**config.mk**
```make
export PLATFORM = sky130hd
export DESIGN_NAME = cdc_handshake_tx_flat
export DESIGN_NICKNAME = d
export VERILOG_FILES = /design/src/rtl/cdc_handshake_tx_if.sv /design/src/rtl/cdc_handshake_tx.sv /design/src/flat_wrapper.sv
export SDC_FILE = /design/constraint.sdc
export NUM_CORES = 1
export LEC_CHECK = 0
export CAP_MARGIN = 20
export CORE_MARGIN = 5
export CORE_UTILIZATION = 23
export CTS_CLUSTER_SIZE = 28
export DETAILED_ROUTE_END_ITERATION = 8
export GPL_TIMING_DRIVEN = 0
export HOLD_SLACK_MARGIN = 0.03
export PLACE_DENSITY = 0.48
export SETUP_SLACK_MARGIN = 0.2
export SLEW_MARGIN = 10
export SYNTH_ARGS = -nofsm -noshare
export SYNTH_HDL_FRONTEND = slang
export SYNTH_SLANG_ARGS = --single-unit
```
**constraint.sdc**
```tcl
create_clock -name clk -period 2.4 [get_ports clk]
set_input_delay 0.36 -clock clk [delete_from_list [all_inputs] [get_ports clk]]
set_output_delay 0.36 -clock clk [all_outputs]
set_load 0.01 [all_outputs]
```
**src/rtl/cdc_handshake_tx_if.sv**
```systemverilog
// Bundle of the local send port and the req/ack crossing seen by the source-side transmitter.
// The transmitter takes the master view; local logic plus the destination take the slave view.
interface cdc_handshake_tx_if #(
  parameter int BUS_WIDTH = 8,
  parameter int CNT_WIDTH = 8
);
  logic                 tx_valid;
  logic [BUS_WIDTH-1:0] tx_data;
  logic                 tx_ready;
  logic                 ack_async;
  logic                 req_out;
  logic [BUS_WIDTH-1:0] data_out;
  logic                 done;
  logic                 busy;
  logic [CNT_WIDTH-1:0] xfer_cnt;

  modport master (
    input  tx_valid, tx_data, ack_async,
    output tx_ready, req_out, data_out, done, busy, xfer_cnt
  );

  modport slave (
    output tx_valid, tx_data, ack_async,
    input  tx_ready, req_out, data_out, done, busy, xfer_cnt
  );
endinterface

```
**src/rtl/cdc_handshake_tx.sv**
```systemverilog
// Source side of a 4-phase req/ack clock-domain crossing: holds a word stable on data_out,
// raises req, and completes once the synchronized ack has risen and fallen again.
module cdc_handshake_tx #(
  parameter int BUS_WIDTH  = 8,
  parameter int NUM_STAGES = 2,
  parameter int CNT_WIDTH  = 8
) (
  input logic                clk,
  input logic                rst_n,
  cdc_handshake_tx_if.master bus
);

  typedef enum logic [1:0] {
    IDLE     = 2'd0,
    REQ      = 2'd1,
    WAIT_LOW = 2'd2
  } state_t;

  state_t                state;
  logic [NUM_STAGES-1:0] ack_stages;
  logic                  ack_sync;
  logic                  ready;
  logic                  accept;
  logic                  req_q;
  logic                  done_q;
  logic [BUS_WIDTH-1:0]  data_q;
  logic [CNT_WIDTH-1:0]  cnt_q;

  // ack comes from a foreign clock domain; NUM_STAGES must be at least 2
  always_ff @(posedge clk or negedge rst_n) begin
    if (!rst_n) begin
      ack_stages <= '0;
    end else begin
      ack_stages <= {ack_stages[NUM_STAGES-2:0], bus.ack_async};
    end
  end

  assign ack_sync = ack_stages[NUM_STAGES-1];

  // A stale ack left high by the destination blocks new words until it has dropped
  assign ready  = (state == IDLE) && !ack_sync;
  assign accept = bus.tx_valid && ready;

  always_ff @(posedge clk or negedge rst_n) begin
    if (!rst_n) begin
      state  <= IDLE;
      req_q  <= 1'b0;
      data_q <= '0;
      done_q <= 1'b0;
      cnt_q  <= '0;
    end else begin
      done_q <= 1'b0;
      case (state)
        IDLE: begin
          if (accept) begin
            data_q <= bus.tx_data;
            req_q  <= 1'b1;
            state  <= REQ;
          end
        end
        REQ: begin
          if (ack_sync) begin
            req_q <= 1'b0;
            state <= WAIT_LOW;
          end
        end
        WAIT_LOW: begin
          if (!ack_sync) begin
            done_q <= 1'b1;
            cnt_q  <= cnt_q + CNT_WIDTH'(1);
            state  <= IDLE;
          end
        end
        default: begin
          req_q <= 1'b0;
          state <= IDLE;
        end
      endcase
    end
  end

  assign bus.tx_ready = ready;
  assign bus.req_out  = req_q;
  assign bus.data_out = data_q;
  assign bus.done     = done_q;
  assign bus.busy     = (state != IDLE);
  assign bus.xfer_cnt = cnt_q;

endmodule

```
**src/flat_wrapper.sv**
```systemverilog
// flat-port wrapper written by rule: the top's interface ports become plain ports
module cdc_handshake_tx_flat 
#(
  parameter int BUS_WIDTH  = 8,
  parameter int NUM_STAGES = 2,
  parameter int CNT_WIDTH  = 8
)
  (clk, rst_n, bus_tx_valid, bus_tx_data, bus_ack_async, bus_tx_ready, bus_req_out, bus_data_out, bus_done, bus_busy, bus_xfer_cnt);
  cdc_handshake_tx_if #(.BUS_WIDTH(BUS_WIDTH), .CNT_WIDTH(CNT_WIDTH)) bus_i ();
  input logic clk;
  input logic rst_n;
  input wire logic [$bits(bus_i.tx_valid)-1:0] bus_tx_valid;
  input wire logic [$bits(bus_i.tx_data)-1:0] bus_tx_data;
  input wire logic [$bits(bus_i.ack_async)-1:0] bus_ack_async;
  output wire logic [$bits(bus_i.tx_ready)-1:0] bus_tx_ready;
  output wire logic [$bits(bus_i.req_out)-1:0] bus_req_out;
  output wire logic [$bits(bus_i.data_out)-1:0] bus_data_out;
  output wire logic [$bits(bus_i.done)-1:0] bus_done;
  output wire logic [$bits(bus_i.busy)-1:0] bus_busy;
  output wire logic [$bits(bus_i.xfer_cnt)-1:0] bus_xfer_cnt;
  assign bus_i.tx_valid = bus_tx_valid;
  assign bus_i.tx_data = bus_tx_data;
  assign bus_i.ack_async = bus_ack_async;
  assign bus_tx_ready = bus_i.tx_ready;
  assign bus_req_out = bus_i.req_out;
  assign bus_data_out = bus_i.data_out;
  assign bus_done = bus_i.done;
  assign bus_busy = bus_i.busy;
  assign bus_xfer_cnt = bus_i.xfer_cnt;
  cdc_handshake_tx #(.BUS_WIDTH(BUS_WIDTH), .NUM_STAGES(NUM_STAGES), .CNT_WIDTH(CNT_WIDTH)) u_core (.clk(clk), .rst_n(rst_n), .bus(bus_i));
endmodule
```
; After elaboration in Yosys (flattened, before gate mapping)
; Index checks and enable logic that the tools add are counted.
; Widths: inputs -> output; s select.
[totals]
ff_bits = 22
inputBits = 12
out_inout_bits = 20
wordCells = 32
[classes]
add_sub_neg = 1
n_eq_ne = 5
n_mux = 9
bitwise_logic = 2
n_reduce_logical = 9
[ops]
columns = cell, count
row1 = $add 8x1->8 const B, 1
row2 = $mux 2, 3
row3 = $pmux 2 s3, 1
row4 = $reduce_and 3->1, 2
row5 = $mux 1, 4
row6 = $ne 2x1->1 const B, 2
row7 = $reduce_and 2->1, 2
row8 = $pmux 1 s3, 1
row9 = $eq 2x1->1 const B, 1
row10 = $eq 2x2->1 const B, 1
row11 = $logic_and 1x1->1, 2
row12 = $logic_not 2->1, 1
row13 = $ne 2x2->1 const B, 1
row14 = $not 1->1, 2
row15 = $reduce_bool 2->1, 1
row16 = $logic_not 1->1, 1

; Longest topological paths before layout
; Gate-level depths: netlist of run 1.
[depth]
depth_word = 5
ltp_mapped = 5
depth_no_buf = 3

; Worst setup path before layout of run 1
; No wires, ideal clock.
[synth_timing]
path_type = register to register
from = reg u_core.state[0]
to = reg u_core.data_q[0] (netlist: u_core.bus.data_out[0])
arrival_ns = 1.347
slack_ns = 0.928
stages_incl_launch_ff = 6
n_path_buf = 2
synth_period_minus_slack_ns = 1.472
cell_sequence = dfrtp_1 -> buf_4 -> nor3_2 -> and2_1 -> buf_6 -> mux2_2
[synth_via]
elab_chain_cells = 4
[synth_lines]
columns = element, line_no
row1 = "start, declared", cdc_handshake_tx.sv:19  ; state_t state;
row2 = "start signal, assigned", cdc_handshake_tx.sv:46  ; state <= IDLE;
row3 = "start signal, assigned", cdc_handshake_tx.sv:58  ; state <= REQ;
row4 = "start signal, assigned", cdc_handshake_tx.sv:64  ; state <= WAIT_LOW;
row5 = $logic_not 2->1, cdc_handshake_tx.sv:41  ; assign ready = (state == IDLE) && !ack_sync;
row6 = $logic_and 1x1->1, cdc_handshake_tx.sv:41
row7 = net bus_tx_ready, flat_wrapper.sv:15  ; output wire logic [$bits(bus_i.tx_ready)-1:0] bus_tx_ready;
row8 = $logic_and 1x1->1, cdc_handshake_tx.sv:42  ; assign accept = bus.tx_valid && ready;
row9 = $reduce_and 2->1 (no line), -
row10 = "end signal, assigned", cdc_handshake_tx.sv:56  ; data_q <= bus.tx_data;
row11 = "end, declared", cdc_handshake_tx.sv:26  ; logic [BUS_WIDTH-1:0] data_q;
; The timed path passes the listed nets, and every way through them passes these cells.
; A chain may end at the register's enable or synchronous reset.

; Final worst setup path of run 1
[layout_timing]
from = reg u_core.state[0]
to = out bus_busy
[layout_via]
elab_chain_cells = 1
[layout_lines]
columns = element, line_no
row1 = $reduce_bool 2->1, cdc_handshake_tx.sv:86  ; assign bus.busy = (state != IDLE);
row2 = "end, declared", flat_wrapper.sv:19  ; output wire logic [$bits(bus_i.busy)-1:0] bus_busy;
; Every way passes these cells.

==> metrics.md, run 1 <==
| Metric | Value |
|---|---|
| Fmax | 0.529 GHz |
| Post-cts resize count | 0 |
| Mux contribution to synthesized area | 0.116 |
| Die footprint | between 0.005 and 0.006 mm² |
| VDD IR max | 557 µV |
| Post-route ant nets | 0 |
| Initial cell density of the core | 0.237 |
| Hold-fix buffers, CTS | 0 |
| Final net count | approximately 110 |
| Required time of the critical path | slightly above 2 ns |
| Sequential share of the synthesized area | 0.629 |
| Clk root buf | clkbuf_8 |
| Synth Register Bits | 22 |
| Post-synth top area share | 0.629 |
| Antenna violations before repair | 0 |
| CP max stage delay | between 0.4 and 0.5 ns |
| Endpoints failing hold | 0 |
| CP startpoint kind | flip-flop |
| DRT iter0 DRCs | 9 |
| Synth Net Count | 74 |
| CTS max path bufs | 2 |
| Tmin final | 1.89 ns |
| Most frequent cells in the layout | clkdlybuf4s50_1 (31), dfrtp_1 (22), mux2_2 (9), xnor2_1 (6), nand4_1 (4) |
| Synth warnings | 0 |
| Synth Area in Compound Gates | 0.0157 |
| Setup bufs post-CTS | 0 |
| Clock Latency Late Sink | between 0.2 and 0.3 ns |
| Drt first pass iters | 3 |
| Detailed Route WL | around 1700 µm |
| Largest family of logic cells by synthesized area | simple AND/OR/NAND/NOR gates |
| Delay-heaviest family, CP | buffers and inverters |
| Mapped Avg Cell Area | roughly 14 µm² |
| CTS sink cnt | 22 |
| Max cap viols | 0 |
| Drt drc | 0 |
| Worst Hold Class | flip-flop to flip-flop |
| Netlist cell types | 19 |
| Final Cycle Share | 0.787 |
| Post-synthesis adder-cell area fraction | 0.0143 |
| Share of cells above drive strength 1 | 0.196 |
| CTS tree | done |
| Worst path bufs/invs | 2 |
| Largest fanout on the critical path | 7 |
| CTS buffer count | 3 |
| Gpl congestion | a little over 0.7 |
| H-Tree Depth | 1 |
| Routed len/inst | 11.8 µm |
| Final setup vio count | 0 |
| CP Capture Type | output pin |
| Syn-to-layout area delta | 52.1% |
| CP Cell Sequence | buf_4 -> or2_2 -> clkdlybuf4s50_1 |
| Die Width | a little over 70 µm |
| Pleak | between 0.0005 and 0.0006 µW |
| RSZ-0062 raised after global routing | false |
| Clk slew on worst S/H paths | 0.08 ns |
| Vias in the first global route | approximately 600 |
| Slew Limit Fails | 0 |
| Core box area | between 0.003 and 0.004 mm² |
| Final setup TNS | 0 ns |
| Area leader, netlist | dfrtp_1 |
| Outcome | completed |
| Fill cells | roughly 370 |
| Die Ht | roughly 70 µm |
| I/O pin cnt | 32 |
| Synth area leaders | dfrtp_1 (63%), mux2_2 (12%), xnor2_1 (6.0%) |
| Multi-input logic area | around 300 µm² |
| GR Overflow Total | 0 |
| Drt via density | 3.99 |
| Synth Area in XOR/XNOR | 0.0800 |
| Largest net degree at the start of global routing | 23 |
| First-pass GRT wire length | 2840 µm |
| Seq. cell area | between 500 and 600 µm² |
| Fin cells | around 150 |
| N_diodes | 0 |
| Final Skew | approximately 0.0036 ns |
| Critical path class | flip-flop to output pin |
| Crit path DAT | roughly 1.5 ns |
| Worst path slowest cell | clkdlybuf4s50_1 |
| PortBufs | 31 |
| Inst Count DP | 140 |
| Pwr/cell area | between 900 and 1000 mW/mm² |
| Slew headroom | 0.719 |
| Mapped Area | 876 µm² |
| Post-DP HPWL | between 1000 and 1500 µm |
| Most common cell after layout, fill and taps aside | clkdlybuf4s50_1 |
| Routed via count | 578 |
| Num rows | 22 |
| Total GRT Usage | 0.0714 |
| Synth Area in Simple Gates | 0.116 |
| Post-Synthesis Cells | between 60 and 70 |
| Worst-margin pin slew | 0.421 ns |
-- flip-flops by register name, indices dropped and copies added (netlist names) --
signal               cells
u_core.state             2
u_core.bus.data_out      8
u_core.bus.xfer_cnt      8
u_core.bus.req_out       1
u_core.bus.done          1
u_core.ack_stages        2
-- layout make-up --
type	instances	share of cell area
tap	48	0.0451
multi-input combinational	35	0.224
clock inverter	1	0.0225
buffer	2	0.0141
sequential	22	0.413
clock buffer	3	0.0310
timing repair buffer	32	0.244
inverter	2	0.00563
-- final timing paths --
kind | startpoint | endpoint | slack (ns) | depth (start not counted)
max | u_core.state[0] | bus_busy | 0.51 | 3
min | u_core.ack_stages[0] | u_core.ack_stages[1] | 0.35 | 0
max reg2reg | u_core.state[0] | u_core.bus.data_out[2] | 0.96 | 5
min reg2reg | u_core.ack_stages[0] | u_core.ack_stages[1] | 0.35 | 0
max in group asynchronous | rst_n | u_core.bus.xfer_cnt[1] | 1.60 | 2
min in group asynchronous | rst_n | u_core.bus.data_out[7] | 0.37 | 1
-- synth_stat cells, drive strengths merged --
cell type,n
dfrtp,22
xor2,2
buf,2
inv,2
nand4,4
nor3b,1
a21oi,1
or2,1
mux2,9
nor3,2
and3,2
nand2,2
xnor2,6
ha,1
o32ai,1
and2,2
nor2,1
-- metrics by stage --
step / setup WS [ns] / instance area, µm² / util / hold WS [ns] / power, µW
2_1_floorplan: 0.928 / 876 / - / 0.0644 / 671
5_1_grt: 0.437 / 1330 / 0.361 / 0.370 / 1290
6_report: 0.511 / 1330 / 0.361 / 0.352 / 1220
4_1_cts: 0.486 / 1320 / 0.357 / 0.354 / 1240
3_5_place_dp: 0.790 / 1250 / 0.338 / 0.336 / 888
3_3_place_gp: 0.790 / 1250 / 0.338 / 0.333 / 884
-- power breakdown --
| group | switching, µW | internal [µW] | leakage [µW] | total [µW] |
|---|---|---|---|---|
| Sequential | 66.7 | 452 | 0.000274 | 518 |
| Combinational | 129 | 230 | 0.000252 | 359 |
| Clock | 115 | 223 | 0.0000357 | 338 |
-- layer usage --
metal / track usage / part of all wire / vias up
met5: 0 / 0 / -
met4: 0.0188 / 0 / 0
met3: 0.0449 / 0.12 / 0
met2: 0.105 / 0.42 / 31
met1: 0.0871 / 0.45 / 267
li1: - / - / 280
-- kinds of logic (layout without fill, tap and decap cells) --
kind of cell,Yosys count,count (layout)
muxes,9,9
AOI/OAI and AO/OA,2,2
and+or+nand+nor,15,15
adders and majority gates,1,1
xor gates and xnor gates,8,8
buffers and inverters,4,40
DFF,22,22
No activity file was read; power rests on OpenSTA's default activity.
==> inputs of run 2 (changes only) <==
==> constraint.sdc (replaced) <==
create_clock -name clk -period 1.8 [get_ports clk]
set_input_delay 0.27 -clock clk [delete_from_list [all_inputs] [get_ports clk]]
set_output_delay 0.27 -clock clk [all_outputs]
set_load 0.01 [all_outputs]
==> run 2 against run 1 <==
Clock power increased by 33%. Clock-buffer cell count did not move. Combinational power is 32% higher. Cell count unchanged. First-iteration DRC count stayed put. Sequential power up 33%. Sequential cell count unchanged. Sequential share of layout area is 0.20 points higher. Global-route usage stayed put. Clock skew is the same. Final area shrank 0.47%. Critical endpoint is now bus_xfer_cnt[2]. Highest routed layer unchanged.
==> metrics.md, run 2 (synthesis results as in run 1) <==
| Metric | Value |
|---|---|
| Outcome | completed (unchanged) |
| CTS buffer count | 3 (unchanged) |
| Max cap viols | 0 (unchanged) |
| Critical path class | flip-flop to output pin (unchanged) |
| Drt first pass iters | 3 (unchanged) |
| Setup crit start | u_core.bus.xfer_cnt[2] (was u_core.state[0]) |
| Core box area | 0.00369 mm² (unchanged) |
| Initial cell density of the core | 0.237 (unchanged) |
| CTS tree | done (unchanged) |
| Largest fanout on the critical path | 5 (was 7) |
| Comb pwr share | 0.293 (was 0.296) |
| Fmax | 0.650 GHz |
| Switching Share | 0.257 (was 0.256) |
| Die footprint | 0.00514 mm² (unchanged) |
| Drt via density | 3.99 (unchanged) |
| Final setup vio count | 0 (unchanged) |
| Endpoints failing hold | 0 (unchanged) |
| Num rows | 22 (unchanged) |
| Gpl congestion | 0.720 (unchanged) |
| NetSw | 414 µW (was 311 µW) |
| DRT iter0 DRCs | 9 (unchanged) |
| Final Util | 0.360 (was 0.361) |
| Worst Hold Class | primary input to async pin (was flip-flop to flip-flop) |
| Hold-fix buffers, CTS | 0 (unchanged) |
| Total GRT Usage | 0.0714 (unchanged) |
| Die Ht | 71.7 µm (unchanged) |
| Most frequent cells in the layout | clkdlybuf4s50_1 (29), dfrtp_1 (22), mux2_2 (9), xnor2_1 (6), nand4_1 (4) (was clkdlybuf4s50_1 (31), dfrtp_1 (22), mux2_2 (9), xnor2_1 (6), nand4_1 (4)) |
| CP Cell Sequence | clkdlybuf4s50_1 (was buf_4 -> or2_2 -> clkdlybuf4s50_1) |
| P_int | 1200 µW (was 904 µW) |
| Clk network pwr share | 0.279 (was 0.278) |
| Detailed Route WL | 1720 µm (was 1710 µm) |
| PortBufs | 31 (unchanged) |
| CTS max path bufs | 2 (unchanged) |
| Worst path slowest cell | clkdlybuf4s50_1 (unchanged) |
| First-pass GRT wire length | 2840 µm (unchanged) |
| Vias in the first global route | 598 (unchanged) |
| Clk slew on worst S/H paths | 0.08 ns (about the same) |
| Sequential cell fraction of total power | 0.428 (was 0.427) |
| Worst-margin pin slew | 0.421 ns (unchanged) |
| Antenna violations before repair | 0 (unchanged) |
| Crit path DAT | 1.27 ns (was 1.53 ns) |
| CTS sink cnt | 22 (unchanged) |
| RSZ-0062 raised after global routing | false (unchanged) |
| Clk root buf | clkbuf_8 (unchanged) |
| Post-route ant nets | 0 (unchanged) |
| Final Cycle Share | 0.854 |
| Pwr/cell area | 1220 mW/mm² (was 912 mW/mm²) |
| Crit Reg-Reg Startpoint | u_core.state[0] (unchanged) |
| Die Width | 71.7 µm (unchanged) |
| VDD IR max | 742 µV (was 557 µV) |
| Slew Limit Fails | 0 (unchanged) |
| Required time of the critical path | 1.53 ns (was 2.04 ns) |
| I/O pin cnt | 32 (unchanged) |
| Delay-heaviest family, CP | buffers and inverters (unchanged) |
| Syn-to-layout area delta | 51.4% (was 52.1%) |
| CP max stage delay | 0.58 ns (was 0.47 ns) |
| CP startpoint kind | flip-flop (unchanged) |
| Final setup TNS | 0 ns (unchanged) |
| Post-DP HPWL | 1230 µm (unchanged) |
| H-Tree Depth | 1 (unchanged) |
| Routed via count | 578 (unchanged) |
| Share of cells above drive strength 1 | 0.206 (was 0.196) |
| Most common cell after layout, fill and taps aside | clkdlybuf4s50_1 (unchanged) |
| CP Capture Type | output pin (unchanged) |
| N_diodes | 0 (unchanged) |
| Drt drc | 0 (unchanged) |
| Clock Latency Late Sink | 0.26 ns (about the same) |
| Reg-to-reg slack, setup | 0.37 ns (was 0.96 ns) |
| Slew headroom | 0.719 (unchanged) |
| Final Skew | 0.00361 ns (unchanged) |
| Worst path bufs/invs | 1 (was 2) |
| Largest net degree at the start of global routing | 23 (unchanged) |
| Pleak | 0.000565 µW (was 0.000562 µW) |
| Routed len/inst | 11.8 µm (about the same) |
| GR Overflow Total | 0 (unchanged) |
| Final net count | 111 (unchanged) |
| Tmin final | between 1.5 and 2 ns |
## run 2: final timing paths
| kind | end | cells after the start |
|---|---|---|
| setup / recovery | bus_xfer_cnt[2] | 1 |
| hold / removal | u_core.bus.data_out[7] | 1 |
| setup reg to reg | u_core.bus.data_out[2] | 5 |
| hold reg to reg | u_core.ack_stages[1] | 0 |
| max in group asynchronous | u_core.bus.xfer_cnt[1] | 2 |
| min in group clk | u_core.ack_stages[1] | 0 |
## run 2: power groups by stage
| stage | Sequential [µW] | Clock, µW | Combinational (µW) |
|---|---|---|---|
| 3_5_place_dp | 700 | 0 | 483 |
| 2_1_floorplan | 739 | 0 | 156 |
| 6_report | 691 | 450 | 473 |
| 4_1_cts | 694 | 475 | 480 |
| 5_1_grt | 709 | 496 | 513 |
| 3_3_place_gp | 699 | 0 | 480 |
## run 2: through the flow
stage          cells  hold WS, ns  total power, µW  worst slack [ns]  cell area (µm²)
3_3_place_gp     140        0.333             1180             0.280             1250
4_1_cts          144        0.354             1650             0.173             1320
5_1_grt          145        0.280             1720             0.205             1330
3_5_place_dp     140        0.336             1180             0.280             1250
6_report         145        0.279             1610             0.262             1330
2_1_floorplan     61      -0.0256              895             0.328              876
## run 2: cell type report
type | count | area [µm²]
fillers | 372 | 2360
flip-flops and latches | 22 | 551
repair buffers | 32 | 319
multi-input cells | 35 | 299
well taps | 48 | 60.1
clock buffers | 3 | 41.3
clock inverters | 1 | 30.0
plain buffers | 2 | 18.8
inverters | 2 | 7.51
## run 2: timing repair
action | CTS | global route
endpoints found under the hold margin | 0 | 0
setup endpoints to repair | 2 | 1
buffers inserted | 0 | 0
resized for setup | 2 | 2
## run 2: metal layers
metal	share of wire	vias up	global-route usage
li1	-	280	-
met1	0.45	267	0.0871
met2	0.42	31	0.105
met3	0.12	0	0.0449
met4	0	0	0.0188
met5	0	-	0
## run 2: worst reg2reg max path, delay by kind of cell (launching register included)
family	cells	cell delay, ns
muxes	1	0.34
buffers and inverters	2	0.29
DFF	1	0.37
and+or+nand+nor	2	0.33
==> inputs of run 3 (changes only) <==
--- a/config.mk
+++ b/config.mk
@@ -10,6 +10,7 @@
 export CORE_UTILIZATION = 23
 export CTS_CLUSTER_SIZE = 28
 export DETAILED_ROUTE_END_ITERATION = 8
+export GPL_ROUTABILITY_DRIVEN = 0
 export GPL_TIMING_DRIVEN = 0
 export HOLD_SLACK_MARGIN = 0.03
 export PLACE_DENSITY = 0.48
==> results of run 3 <==
The final DEF is identical to that of run 2; final timing and power are the same.
